$ cat src/rtl/shared_mem_port.sv
// shared_mem_port: issues the arbiter-granted requester's command on one shared memory port
//
// Ports:
//   i_clk, i_rst            clock, synchronous active-high reset
//   i_grant, i_req, i_we    per-requester one-hot grant, request and write enable
//   i_addr, i_wdata         flat per-requester address / write data (requester k at slice k)
//   o_done                  one-cycle completion pulse on the served requester's bit
//   o_rdata                 read data, updated when a read completes and held until the next one
//   o_busy                  high whenever a transaction is in flight (not IDLE)
//   o_err_multi             sticky flag: a start saw more than one granted-and-requesting bit
//   o_mem_*, i_mem_*        shared memory port: valid/ready command channel, rvalid response
module shared_mem_port #(
    parameter int N_REQ  = 8,
    parameter int ADDR_W = 16,
    parameter int DATA_W = 32
) (
    input  logic                       i_clk,
    input  logic                       i_rst,
    input  logic [N_REQ-1:0]           i_grant,
    input  logic [N_REQ-1:0]           i_req,
    input  logic [N_REQ-1:0]           i_we,
    input  logic [N_REQ*ADDR_W-1:0]    i_addr,
    input  logic [N_REQ*DATA_W-1:0]    i_wdata,
    output logic [N_REQ-1:0]           o_done,
    output logic [DATA_W-1:0]          o_rdata,
    output logic                       o_busy,
    output logic                       o_err_multi,
    output logic                       o_mem_valid,
    input  logic                       i_mem_ready,
    output logic                       o_mem_we,
    output logic [ADDR_W-1:0]          o_mem_addr,
    output logic [DATA_W-1:0]          o_mem_wdata,
    input  logic                       i_mem_rvalid,
    input  logic [DATA_W-1:0]          i_mem_rdata
);
    localparam int IW = (N_REQ > 1) ? $clog2(N_REQ) : 1;
    typedef enum logic [1:0] {IDLE, CMD, WAIT, DONE} state_t;
    state_t            r_state;
    logic [IW-1:0]     r_idx;
    logic [N_REQ-1:0]  w_act;
    logic [IW-1:0]     w_idx;
    logic              w_we;
    logic [ADDR_W-1:0] w_addr;
    logic [DATA_W-1:0] w_wdata;
    logic              w_multi;
    assign w_act   = i_grant & i_req;
    assign w_multi = $countones(w_act) > 1;
    // Descending scan so the lowest active requester is the one selected.
    always_comb begin
        w_idx   = '0;
        w_we    = 1'b0;
        w_addr  = '0;
        w_wdata = '0;
        for (int i = N_REQ - 1; i >= 0; i--) begin
            if (w_act[i]) begin
                w_idx   = IW'(i);
                w_we    = i_we[i];
                w_addr  = i_addr[i*ADDR_W +: ADDR_W];
                w_wdata = i_wdata[i*DATA_W +: DATA_W];
            end
        end
    end
    always_ff @(posedge i_clk) begin
        if (i_rst) begin
            r_state     <= IDLE;
            r_idx       <= '0;
            o_done      <= '0;
            o_rdata     <= '0;
            o_busy      <= 1'b0;
            o_err_multi <= 1'b0;
            o_mem_valid <= 1'b0;
            o_mem_we    <= 1'b0;
            o_mem_addr  <= '0;
            o_mem_wdata <= '0;
        end else begin
            o_done <= '0;
            case (r_state)
                IDLE: if (|w_act) begin
                    r_idx       <= w_idx;
                    o_mem_we    <= w_we;
                    o_mem_addr  <= w_addr;
                    o_mem_wdata <= w_wdata;
                    o_mem_valid <= 1'b1;
                    o_busy      <= 1'b1;
                    r_state     <= CMD;
                    if (w_multi) o_err_multi <= 1'b1;
                end
                CMD: if (i_mem_ready) begin
                    o_mem_valid <= 1'b0;
                    if (o_mem_we) begin
                        o_done[r_idx] <= 1'b1;
                        r_state       <= DONE;
                    end else begin
                        r_state <= WAIT;
                    end
                end
                WAIT: if (i_mem_rvalid) begin
                    o_rdata       <= i_mem_rdata;
                    o_done[r_idx] <= 1'b1;
                    r_state       <= DONE;
                end
                DONE: begin
                    o_busy  <= 1'b0;
                    r_state <= IDLE;
                end
                default: r_state <= IDLE;
            endcase
        end
    end
endmodule
$ cat config.mk
export PLATFORM = sky130hd
export DESIGN_NAME = shared_mem_port
export DESIGN_NICKNAME = d
export VERILOG_FILES = /design/src/rtl/shared_mem_port.sv
export SDC_FILE = /design/constraint.sdc
export NUM_CORES = 1
export LEC_CHECK = 0
export ABC_AREA = 1
export CORE_AREA = 2 2 206 208
export CTS_CLUSTER_SIZE = 25
export DETAILED_ROUTE_END_ITERATION = 8
export DIE_AREA = 0 0 208 210
export GPL_ROUTABILITY_DRIVEN = 0
export PLACE_DENSITY = 0.6
export SLEW_MARGIN = 20
export SYNTH_ARGS = -nofsm -noshare
export SYNTH_HDL_FRONTEND = slang
export SYNTH_SLANG_ARGS = --single-unit
$ cat constraint.sdc
create_clock -name i_clk -period 6.8 [get_ports i_clk]
set_input_delay 2.04 -clock i_clk [delete_from_list [all_inputs] [get_ports i_clk]]
set_output_delay 2.04 -clock i_clk [all_outputs]
set_load 0.005 [all_outputs]
* Yosys cells after proc, flatten, opt, wreduce, memory -nomap -nowiden *
Cells that the tools add are included.

cells by class
  $add $sub $neg = 7
  order comparisons = 3
  eq/ne operators = 6
  mux-type cells = 47
  bitwise logic cells = 1
  reductions and logical operators = 11

operator list
  kind                                                               count
  2-to-1 mux 32 bit                                                  8
  2-to-1 mux 16 bit                                                  8
  2-to-1 mux 3 bit                                                   8
  2-to-1 mux 8 bit                                                   3
  one-hot mux 8 bit (2 select lines)                                 1
  2-to-1 mux 1 bit                                                   12
  AND reduction 3 bit                                                3
  adder 1 x 1 -> 2 bit                                               4
  AND 8 bit                                                          1
  one-hot mux 2 bit (4 select lines)                                 1
  OR reduction 8 bit                                                 1
  adder 2 x 2 -> 3 bit                                               2
  2-to-1 mux 2 bit                                                   3
  inequality test 2 bit, second input constant                       3
  AND reduction 2 bit                                                3
  adder 3 x 3 -> 4 bit                                               1
  equality test 2 bit, second input constant                         2
  > comparator 4 x 1 -> 1 bit, second input constant                 1
  < comparator 3 x 4 -> 1 bit, second input constant                 1
  one-hot mux 1 bit (2 select lines)                                 2
  nonzero test 2 bit                                                 2
  demux 1 bit (select 3 bit)                                         1
  greater-or-equal comparator 3 x 1 -> 1 bit, second input constant  1
  equality test 2 x 1 -> 1 bit, second input constant                1
  other kinds (2)                                                    2

storage, ports and cells
  register bits after elaboration = 97
  logic and storage cells = 85

* Longest topological paths before layout *
Gate-level depths: netlist of run 1.

  depth in word-level cells = 9
  depth in mapped cells = 13

* Least setup slack after synthesis of run 1 *
OpenSTA, ideal clock, no wires.

  kind = input to register
  start point = input i_grant[0]
  end point = register o_err_multi
  setup time = 119 ps
  data arrival time = 4,975 ps
  path slack = 1,705 ps
  stages on the path = 12
  path buffers = 1
  cells stage by stage = nand2_1 clkbuf_1 fa_1 fa_1 fa_1 inv_1 ha_1 inv_1 fa_1 o21ai_0 o21ai_1 a21oi_1

between the ends
  word-level cells in the longest chain between the ends = 6
  elaborated cells on any way between the ends = 7
  classes of those cells = add/sub (3); order compare (1); bitwise (1); reduce/logical (2)

RTL lines
  element                                     line  source
  from (decl)                                 19    input logic [N_REQ-1:0] i_grant,
  AND 8 bit (*)                               46    assign w_act = i_grant & i_req;
  adder 1 x 1 -> 2 bit (implied by the code)  47    assign w_multi = $countones(w_act) > 1;
  adder 2 x 2 -> 3 bit (implied by the code)  47
  adder 3 x 3 -> 4 bit (implied by the code)  47
  > comparator 4 x 1 -> 1 bit                 47
  AND reduction 3 bit (no source line) (*)    n/a
  to (signal assigned)                        70    o_err_multi <= 1'b0;
  to (signal assigned)                        86    if (w_multi) o_err_multi <= 1'b1;
  to (decl)                                   27    output logic o_err_multi,

Every way passes the cells marked *; elsewhere a longest branch is shown, timed or not.
A chain may end at the register's enable or synchronous reset.

* Final worst setup path of run 1 *
  start point = input i_req[1]
  end point = register o_err_multi

between the ends
  word-level cells in the longest chain between the ends = 6
  elaborated cells on any way between the ends = 7
  classes of those cells = add/sub (3); order compare (1); bitwise (1); reduce/logical (2)

RTL lines
  element                                     line  source
  from (decl)                                 20    input logic [N_REQ-1:0] i_req,
  AND 8 bit (*)                               46
  adder 1 x 1 -> 2 bit (implied by the code)  47
  adder 2 x 2 -> 3 bit (implied by the code)  47
  adder 3 x 3 -> 4 bit (implied by the code)  47
  > comparator 4 x 1 -> 1 bit                 47
  AND reduction 3 bit (no source line) (*)    n/a

Marked as above.

==> results of run 1 <==
-- cells in the final DEF, fill, tap and decap left out, types with 2 or more instances in the layout --
master | Yosys | final
o21ai_1 | 13 | 13
clkinv_8 | 0 | 2
nand2_2 | 6 | 7
buf_2 | 44 | 2
o21ai_0 | 78 | 78
a31oi_1 | 2 | 2
nand3_1 | 98 | 98
nor3_1 | 2 | 2
fa_1 | 4 | 4
clkdlybuf4s50_1 | 0 | 533
ha_1 | 9 | 9
inv_8 | 0 | 2
nand2_4 | 0 | 2
o211ai_1 | 2 | 2
nand4_1 | 2 | 2
clkbuf_16 | 0 | 9
a21oi_1 | 58 | 58
inv_2 | 3 | 4
nor2_1 | 367 | 367
inv_1 | 167 | 165
dfxtp_1 | 97 | 97
clkinv_4 | 0 | 2
nand2_1 | 662 | 659
buf_4 | 6 | 14
-- sequential cells by signal, indices dropped and copies added, names as in the netlist --
register and count:
o_mem_wdata 32, o_mem_we 1, o_mem_valid 1, r_idx 3, o_err_multi 1, o_busy 1, r_state 2, o_done 8
o_rdata 32, o_mem_addr 16
-- worst max-delay path, cell delays in order --
cell and delay [ns]:
clkdlybuf4s50_1 0.49, nand2_1 0.22, fa_1 0.58, fa_1 0.53, fa_1 0.48, inv_1 0.08, ha_1 0.18, inv_1 0.07
fa_1 0.43, nor2_1 0.10, a21oi_1 0.07, o21ai_1 0.13, a21oi_1 0.08
-- stage by stage --
stage               worst slack, ns  hold slack [ns]  cells
floorplan                      1.71            0.441   1684
global placement               1.20            0.464   2663
detailed placement             1.16            0.460   2663
CTS                            1.55            0.472   2679
global route                   1.30            0.510   2679
finish                         1.55            0.472   2680
-- per-layer routing --
metal	share of wire [%]	global-route usage [%]
met2	48	34.8
met4	2.8	6.70
met1	42	24.0
met3	7.0	4.04
met5	0.029	0
-- final timing paths --
kind / end / slack, ns / cells after the start
max: o_err_multi$_SDFFE_PP0P_ / 1.55 / 13
min: o_mem_valid$_SDFFE_PP0P_ / 0.47 / 2
max reg2reg: o_mem_we$_SDFFE_PP0P_ / 4.79 / 7
min reg2reg: o_mem_valid$_SDFFE_PP0P_ / 0.47 / 2
-- area by class of cell --
class	count	area [sq um]	share of cell area, %
inverter	171	646	4.46
clock inverter	7	81.3	0.562
multi-input combinational	1307	5440	37.6
sequential	97	1940	13.4
tap	539	674	4.66
clock buffer	9	225	1.56
antenna	1	2.50	0.0173
timing repair buffer	549	5450	37.7
-- report_power, final --
| part | internal [uW] | leakage, uW | switching, uW | total, uW |
|---|---|---|---|---|
| clock network | 264 | 0.000150 | 294 | 558 |
| logic | 716 | 0.00607 | 758 | 1470 |
| registers | 734 | 0.000799 | 91.7 | 826 |
| total | 1710 | 0.00702 | 1140 | 2860 |
-- kinds of logic (layout without fill, tap and decap cells) --
logic type      after synthesis  after routing
fa+ha+maj                    13             13
flops                        97             97
other cells                   0              1
simple gates               1141           1141
compound gates              153            153
buf+inv                     280            736
==> impl_metrics.yaml, run 1 <==
synthesis:
  synth_simple_gate_area_share_pct: 52.2
  yosys-top-cells-count: "nand2_1, nor2_1, inv_1, nand3_1, dfxtp_1"
  yosysSeqAreaShare_pct: 22.7
  synthAdderAreaFrac_pct: 2.26
  synth_top_area_share_pct: 29.1
  synth_top_cell_by_area: "nand2_1"
  muxShareOfSynthArea_pct: 0
  ys_seq_elements: 97
  avgSynthCellArea_sq_um: 5.07
  synthXorXnorAreaFrac_pct: 0
  synth_edf_count: 0
  synth_top_family_by_area: "simple AND/OR/NAND/NOR gates"
  syn-instance-count: 1684
  async_flop_share_pct: 0
  yosysUniqueCellTypes: 27
  synth_most_common_cell: "nand2_1"
  ys.warnings.count: 0
  syn_area_sq_mm: 0.00854
  ys.flop_type: "dfxtp_1"
  syn-num-nets: 2141
  synth_compound_area_share_pct: 9.05
  synth_area_leaders: "nand2_1, dfxtp_1, nor2_1, inv_1, nand3_1"
sta:
  relSlewSlack_pct: 25.1
  fin_crit_sh_pct: 77.1
  rsz0062_at_grt: "no"
  hold_viol_final: 0
  fin_tns_setup_ns: 0
  setup_viol: 0
  skew_ns: 0.00808
  slew_violations: 0
  max_freq_mhz: 191
  finalWorstPathRequiredPeriod_ns: 5.25
  worst_pin_slew_ns: 1.12
critical_path:
  cp_data_required_time_ns: 7.04
  cp_max_fo: 7
  start_kind: "primary input"
  critPathArrivalTime_ns: 5.48
  worstSetupPathType: "primary input to register"
  r2r-start: "r_state[0]$_SDFFE_PP0P_"
  critical_path.startpoint: "i_req[1]"
  worst_setup_path_end_kind: "register"
floorplan:
  die-height_um: 210
  io_pins: 536
  initial_core_util_pct: 20.6
  die_w_um: 208
  core_area_sq_mm: 0.0415
  die_area_sq_mm: 0.0437
  num_rows: 75
grt:
  antenna_found_initial: 2
  grt-ovfl-total: 0
  grt_pass1_vias: 11400
  grt_max_degree: 60
  grt_pass1_wl_um: 67100
  grt_usage_pct: 19.8
worst_hold_path:
  hp-start: "o_mem_valid$_SDFFE_PP0P_"
  min-delay-path-class: "register to register"
final_layout:
  nets: 2592
  area_delta_synth_final_pct: 69.3
  fill_cells: 4610
  layout-drive-gt1-share_pct: 2.34
  post-route-util_pct: 34.9
  final_area_sq_mm: 0.0145
pwr:
  leakagePower_uw: 0.00702
  power.total_uw: 2860
  p_per_area_mw_per_mm2: 198
  ir_drop_mv: 0.158
detailed_routing:
  routed-via-count: 11800
  drc: 0
  routed_wl_um: 44900
  drtIter0Drc: 715
  wl_per_cell_um: 16.8
  avgViaCountPerCell: 4.42
  antenna_left: 0
  first_pass_iters: 5
clock_network:
  clockRootBuffer: "clkbuf_16"
  cts.sinks: 97
  post_cts_buffers: 0
  htree_levels: 3
  ctsResizeCount: 0
  cts_max_path_buffers: 2
  numCtsBuffers: 9
  clk_latency_ns: 0.36
  cts_hold_buf: 0
  path_clk_slew_ns: 0.08
  cts_tree: "done"
place:
  place_area_sq_mm: 0.0142
  port_buffers: 535
  hpwl_um: 33400
outcome:
  status: "complete, no violations"
run:
  maxCapViolCount: 0
Power figures use the tool's default switching activity.
==> inputs of run 2 (changes only) <==
Settings changed: CORE_AREA 2 2 206 208 to 2 2 210 212, DIE_AREA 0 0 208 210 to 0 0 212 214.
Clock period 6.8 ns to 4.2 ns, I/O delays scaled along.
==> run 2 against run 1 <==
  * Non-clock buffer count increased by 13
  * Clock skew grew 0.0062 ns
  * Design area is 1.5% higher
  * Clock power grew 50%
  * Global-route usage is 0.27 points lower
  * Routed wire length increased by 2.6%
  * Via count rose by 1.1%
  * Sequential share of layout area fell by 0.20 points
  * Combinational power is 66% higher
  * Worst hold slack lost 0.0040 ns
  * Count of clock-buffer cells in the layout is 1 higher
  * Critical path type unchanged
  * Critical endpoint unchanged
  * Largest power group unchanged
  * Highest routed layer unchanged
==> impl_metrics.yaml, run 2 (synthesized netlist as in run 1, its figures left out) <==
worst_hold_path:
  min-delay-path-class: "register to register"
  hp-start: "o_err_multi$_SDFFE_PP0P_"
  hold-path-cell-count: 2
  holdPathEnd: "o_err_multi$_SDFFE_PP0P_"
sta:
  slew_violations: 0
  relSlewSlack_pct: 28.0
  worst_pin_slew_ns: 1.08
  setup_viol: 0
  hold_viol_final: 0
  fin_crit_sh_pct: 94.6
  rsz0062_at_grt: "no"
  hold_ws_ns: 0.468
  fin_ws_ns: 0.226
  skew_ns: 0.0142
  max_freq_mhz: 252
  fin_tns_setup_ns: 0
  finalWorstPathRequiredPeriod_ns: 3.97
detailed_routing:
  drc: 0
  wl_per_cell_um: 16.8
  avgViaCountPerCell: 4.37
  routed_wl_um: 46100
  first_pass_iters: 5
  drtIter0Drc: 815
  antenna_left: 0
  routed-via-count: 12000
critical_path:
  cp_max_fo: 2
  start_kind: "primary input"
  critPathArrivalTime_ns: 4.23
  ff2ff_path_depth: 6
  rr_endpoint: "o_mem_wdata[21]$_SDFFE_PP0P_"
  worstSetupPathType: "primary input to register"
  worst_setup_path_end_kind: "register"
  cp_data_required_time_ns: 4.45
  r2r-start: "r_state[0]$_SDFFE_PP0P_"
  r2r_setup_slack_ns: 2.12
place:
  preCtsSetupSlack_ns: -0.481
  hpwl_um: 34600
  dp.cells: 2720
  port_buffers: 535
  place_area_sq_mm: 0.0144
floorplan:
  num_rows: 76
  die_w_um: 212
  die-height_um: 214
  die_area_sq_mm: 0.0454
  io_pins: 536
  core_area_sq_mm: 0.0429
  initial_core_util_pct: 19.9
grt:
  grt_usage_pct: 19.5
  grt-ovfl-total: 0
  grt_max_degree: 101
  antenna_found_initial: 2
  grt_pass1_wl_um: 67100
  grt_pass1_vias: 11400
pwr:
  pwr-share-clk_pct: 18.1
  p_per_area_mw_per_mm2: 314
  switching_power_uw: 1840
  power_frac_comb_pct: 52.9
  p_int_uw: 2780
  p_sw_share_pct: 39.8
  leakagePower_uw: 0.00713
  seq_power_share_pct: 29.0
  ir_drop_mv: 0.235
final_layout:
  area_delta_synth_final_pct: 71.9
  final_cell_count_no_fill: 2738
  final_cell_mix: "nand2_1, clkdlybuf4s50_1, nor2_1, inv_1, nand3_1"
  nets: 2605
  top_regs: "o_mem_wdata (32), o_rdata (32), o_mem_addr (16)"
  final_common_cell: "nand2_1"
  fill_cells: 4769
  layout-drive-gt1-share_pct: 3.11
  final_area_sq_mm: 0.0147
clock_network:
  cts_tree: "done"
  numCtsBuffers: 9
  path_clk_slew_ns: 0.08
  cts_max_path_buffers: 2
  clockRootBuffer: "clkbuf_16"
  cts.sinks: 97
  htree_levels: 3
  clk_latency_ns: 0.37
outcome:
  status: "complete, no violations"
run:
  maxCapViolCount: 0
[run 2: cell count changes in the layout (fill, tap and decap cells not counted), sizes merged, moves of 2 or more]
cell	previous run	this run
buf	16	29
clkdlybuf4s50	533	527
dlymetal6s2s	0	4
clkinv	5	3
dlygate4sd2	0	2
[run 2: layer usage]
metal | up-vias | track usage (%) | routed length, um
met5 | - | 0 | 13
met4 | 2 | 7.39 | 1550
met3 | 69 | 4.03 | 3400
met2 | 509 | 34.3 | 22100
met1 | 5412 | 23.1 | 19100
li1 | 5984 | - | -
[run 2: final cells by class]
cell class / count / area (sq um) / share of cell area [%]
Antenna cell: 1 / 2.50 / 0.0170
Clock inverter: 5 / 41.3 / 0.281
Sequential cell: 97 / 1940 / 13.2
Tap cell: 585 / 732 / 4.98
Clock buffer: 10 / 229 / 1.56
Multi-Input combinational cell: 1307 / 5450 / 37.1
Inverter: 171 / 643 / 4.38
Timing Repair Buffer: 562 / 5640 / 38.4
[run 2: worst max path at each step]
stage	start	end	slack, ns	cells after the start
after floorplan	i_grant[0]	o_err_multi$_SDFFE_PP0P_	0.02	12
after global placement	i_grant[0]	o_err_multi$_SDFFE_PP0P_	-0.50	12
after detailed placement	i_grant[0]	o_err_multi$_SDFFE_PP0P_	-0.48	13
after CTS	i_grant[1]	o_err_multi$_SDFFE_PP0P_	0.003	12
after global routing	i_grant[0]	o_err_multi$_SDFFE_PP0P_	0.14	12
final	i_grant[0]	o_err_multi$_SDFFE_PP0P_	0.23	12
[run 2: power by group through the flow]
stage | sequential, uW | clock [uW] | combinational [uW]
2_1_floorplan | 1350 | 0 | 1120
3_3_place_gp | 1350 | 0 | 2410
3_5_place_dp | 1350 | 0 | 2440
4_1_cts | 1340 | 872 | 2460
5_1_grt | 1370 | 903 | 2680
6_report | 1340 | 836 | 2440
[run 2: worst max-delay path, stage by stage]
cell and delay [ns]:
dlygate4sd2_1 0.26, nand2_2 0.10, fa_2 0.48, fa_1 0.52
fa_1 0.48, inv_1 0.07, ha_2 0.18, inv_2 0.05
fa_2 0.54, o21ai_0 0.08, o21ai_1 0.12, a21oi_1 0.08
[run 2: per-stage QoR]
stage | util [%] | total power [uW]
global placement | 33.5 | 3760
global route | 34.2 | 4950
detailed placement | 33.5 | 3800
floorplan | - | 2470
CTS | 34.2 | 4670
finish | 34.2 | 4620
[run 2: what timing repair did]
item	CTS	global route
hold buffers	0	0
endpoints found under the setup margin	1	1
pin swaps	7	7
resized for setup	8	4
setup buffers	0	2
==> inputs of run 3 (changes only) <==
Settings changed: GPL_ROUTABILITY_DRIVEN 0 to not set.
==> run 3 against run 2 <==
  * Global-route usage is 0.22 points higher
  * Final cell count stayed put
  * Utilization hardly changed
  * Clock power is 6.9% higher
  * Critical path type unchanged
  * Highest routed layer unchanged
==> impl_metrics.yaml, run 3 (synthesized netlist as in run 1, its figures left out) <==
grt:
  grt_pass1_vias: 11600
  antenna_found_initial: 2
  grt_usage_pct: 19.7
  grt-ovfl-total: 0
  grt_pass1_wl_um: 68000
  grt_max_degree: 101
worst_hold_path:
  min-delay-path-class: "register to register"
  hold-path-cell-count: 2
  hp-start: "o_err_multi$_SDFFE_PP0P_"
pwr:
  p_sw_share_pct: 40.0
  pwr-share-clk_pct: 19.1
  p_per_area_mw_per_mm2: 318
  seq_power_share_pct: 28.7
  power_frac_comb_pct: 52.1
  leakagePower_uw: 0.00714
  p_int_uw: 2800
  switching_power_uw: 1870
  ir_drop_mv: 0.271
sta:
  hold_viol_final: 0
  fin_ws_ns: 0.216
  fin_crit_sh_pct: 94.9
  max_freq_mhz: 251
  rsz0062_at_grt: "no"
  setup_viol: 0
  finalWorstPathRequiredPeriod_ns: 3.98
  worst_pin_slew_ns: 1.10
  slew_violations: 0
  relSlewSlack_pct: 26.5
  skew_ns: 0.00985
  hold_ws_ns: 0.458
outcome:
  status: "complete, no violations"
clock_network:
  clk_latency_ns: 0.38
  cts.sinks: 97
  cts_hold_buf: 0
  cts_max_path_buffers: 2
  path_clk_slew_ns: 0.08
  clockRootBuffer: "clkbuf_16"
  numCtsBuffers: 9
  htree_levels: 3
  cts_tree: "done"
critical_path:
  crit_cells: 12
  critPathArrivalTime_ns: 4.24
  slowest_delay_ns: 0.55
  r2r-start: "r_state[0]$_SDFFE_PP0P_"
  cpMaxStageDelayCell: "fa_2"
  path_delay_family: "adder cells"
  worst_setup_path_end_kind: "register"
  cp_max_fo: 2
  ff2ff_path_depth: 6
  start_kind: "primary input"
  critical_path.startpoint: "i_grant[0]"
  worstSetupPathType: "primary input to register"
  path_cells: "dlygate4sd2_1, nand2_2, fa_2, fa_1, fa_1, inv_1, ha_2, inv_2, fa_2, o21ai_1, o21ai_1, a21oi_1"
  cp_data_required_time_ns: 4.46
  crit_buf_inv: 3
final_layout:
  fill_cells: 4736
  final_cell_count_no_fill: 2738
  final_area_sq_mm: 0.0147
  final_common_cell: "nand2_1"
  nets: 2604
  post-route-util_pct: 34.3
  area_delta_synth_final_pct: 72.0
  regArea_sq_mm: 0.00194
  final_cell_mix: "nand2_1, clkdlybuf4s50_1, nor2_1, inv_1, nand3_1"
  layout-drive-gt1-share_pct: 3.21
  multi_input_area_sq_mm: 0.00546
  top_regs: "o_mem_wdata (32), o_rdata (32), o_mem_addr (16)"
detailed_routing:
  routed-via-count: 11900
  drtIter0Drc: 712
  antenna_left: 0
  wl_per_cell_um: 16.8
  avgViaCountPerCell: 4.35
  first_pass_iters: 5
  routed_wl_um: 46100
  drc: 0
place:
  preCtsSetupSlack_ns: -0.511
  hpwl_um: 34800
  place_area_sq_mm: 0.0144
  dp.cells: 2720
  gp_congestion: 0.967
  port_buffers: 535
floorplan:
  core_area_sq_mm: 0.0429
  initial_core_util_pct: 19.9
  num_rows: 76
  die_area_sq_mm: 0.0454
  io_pins: 536
  die_w_um: 212
  die-height_um: 214
run:
  maxCapViolCount: 0
-- run 3: changes by cell type in the layout (fill, tap and decap cells not counted) --
cell,change
inv_6,+3
buf_12,-2
clkinv_8,+2
buf_4,+1
clkbuf_1,-1
clkinv_2,-1
clkinv_4,-1
clkinvlp_4,-1
nor2_1,-1
nor2_2,+1
o21ai_0,-1
o21ai_1,+1
-- run 3: worst reg2reg max path, delay by kind of cell, from the launching register on --
kind / cells / cell delay [ns]
flops: 1 / 0.35
fa+ha+maj: 1 / 0.24
compound gates: 2 / 0.38
simple gates: 1 / 0.10
buf+inv: 2 / 0.95
-- run 3: layout make-up --
class	instances	area share [%]
Tap cell	585	4.98
Sequential cell	97	13.2
Inverter	171	4.38
Antenna cell	1	0.0170
Timing Repair Buffer	561	38.2
Clock buffer	9	1.53
Clock inverter	7	0.537
Multi-Input combinational cell	1307	37.1
-- run 3: stage by stage --
stage	power [uW]	TNS (ns)
global placement	3760	-0.512
floorplan	2470	0
global route	5010	0
finish	4670	0
CTS	4720	0
detailed placement	3790	-0.511
-- run 3: worst paths after layout --
path / slack (ns) / endpoint
min reg2reg: 0.46 / o_err_multi$_SDFFE_PP0P_
max reg2reg: 2.12 / o_mem_wdata[14]$_SDFFE_PP0P_
max: 0.22 / o_err_multi$_SDFFE_PP0P_
min: 0.46 / o_err_multi$_SDFFE_PP0P_
-- run 3: routing by layer --
| metal | share of wire [%] | vias up | global-route usage, % |
|---|---|---|---|
| li1 | - | 5985 | - |
| met1 | 41 | 5336 | 22.7 |
| met2 | 47 | 499 | 34.5 |
| met3 | 7.4 | 85 | 4.22 |
| met4 | 4.3 | 2 | 9.48 |
| met5 | 0.028 | - | 0 |
-- run 3: power by group through the flow --
| stage | clock network, uW | logic (uW) | registers [uW] |
|---|---|---|---|
| 2_1_floorplan | 0 | 1120 | 1350 |
| 3_3_place_gp | 0 | 2420 | 1350 |
| 3_5_place_dp | 0 | 2440 | 1350 |
| 4_1_cts | 931 | 2450 | 1340 |
| 5_1_grt | 965 | 2670 | 1370 |
| 6_report | 894 | 2430 | 1340 |
-- run 3: timing repair --
action / CTS / global route
hold endpoints to repair: 0 / 0
gates resized for setup: 9 / 5
pin swaps: 6 / 6
setup endpoints to repair: 1 / 1
setup buffers: 0 / 1
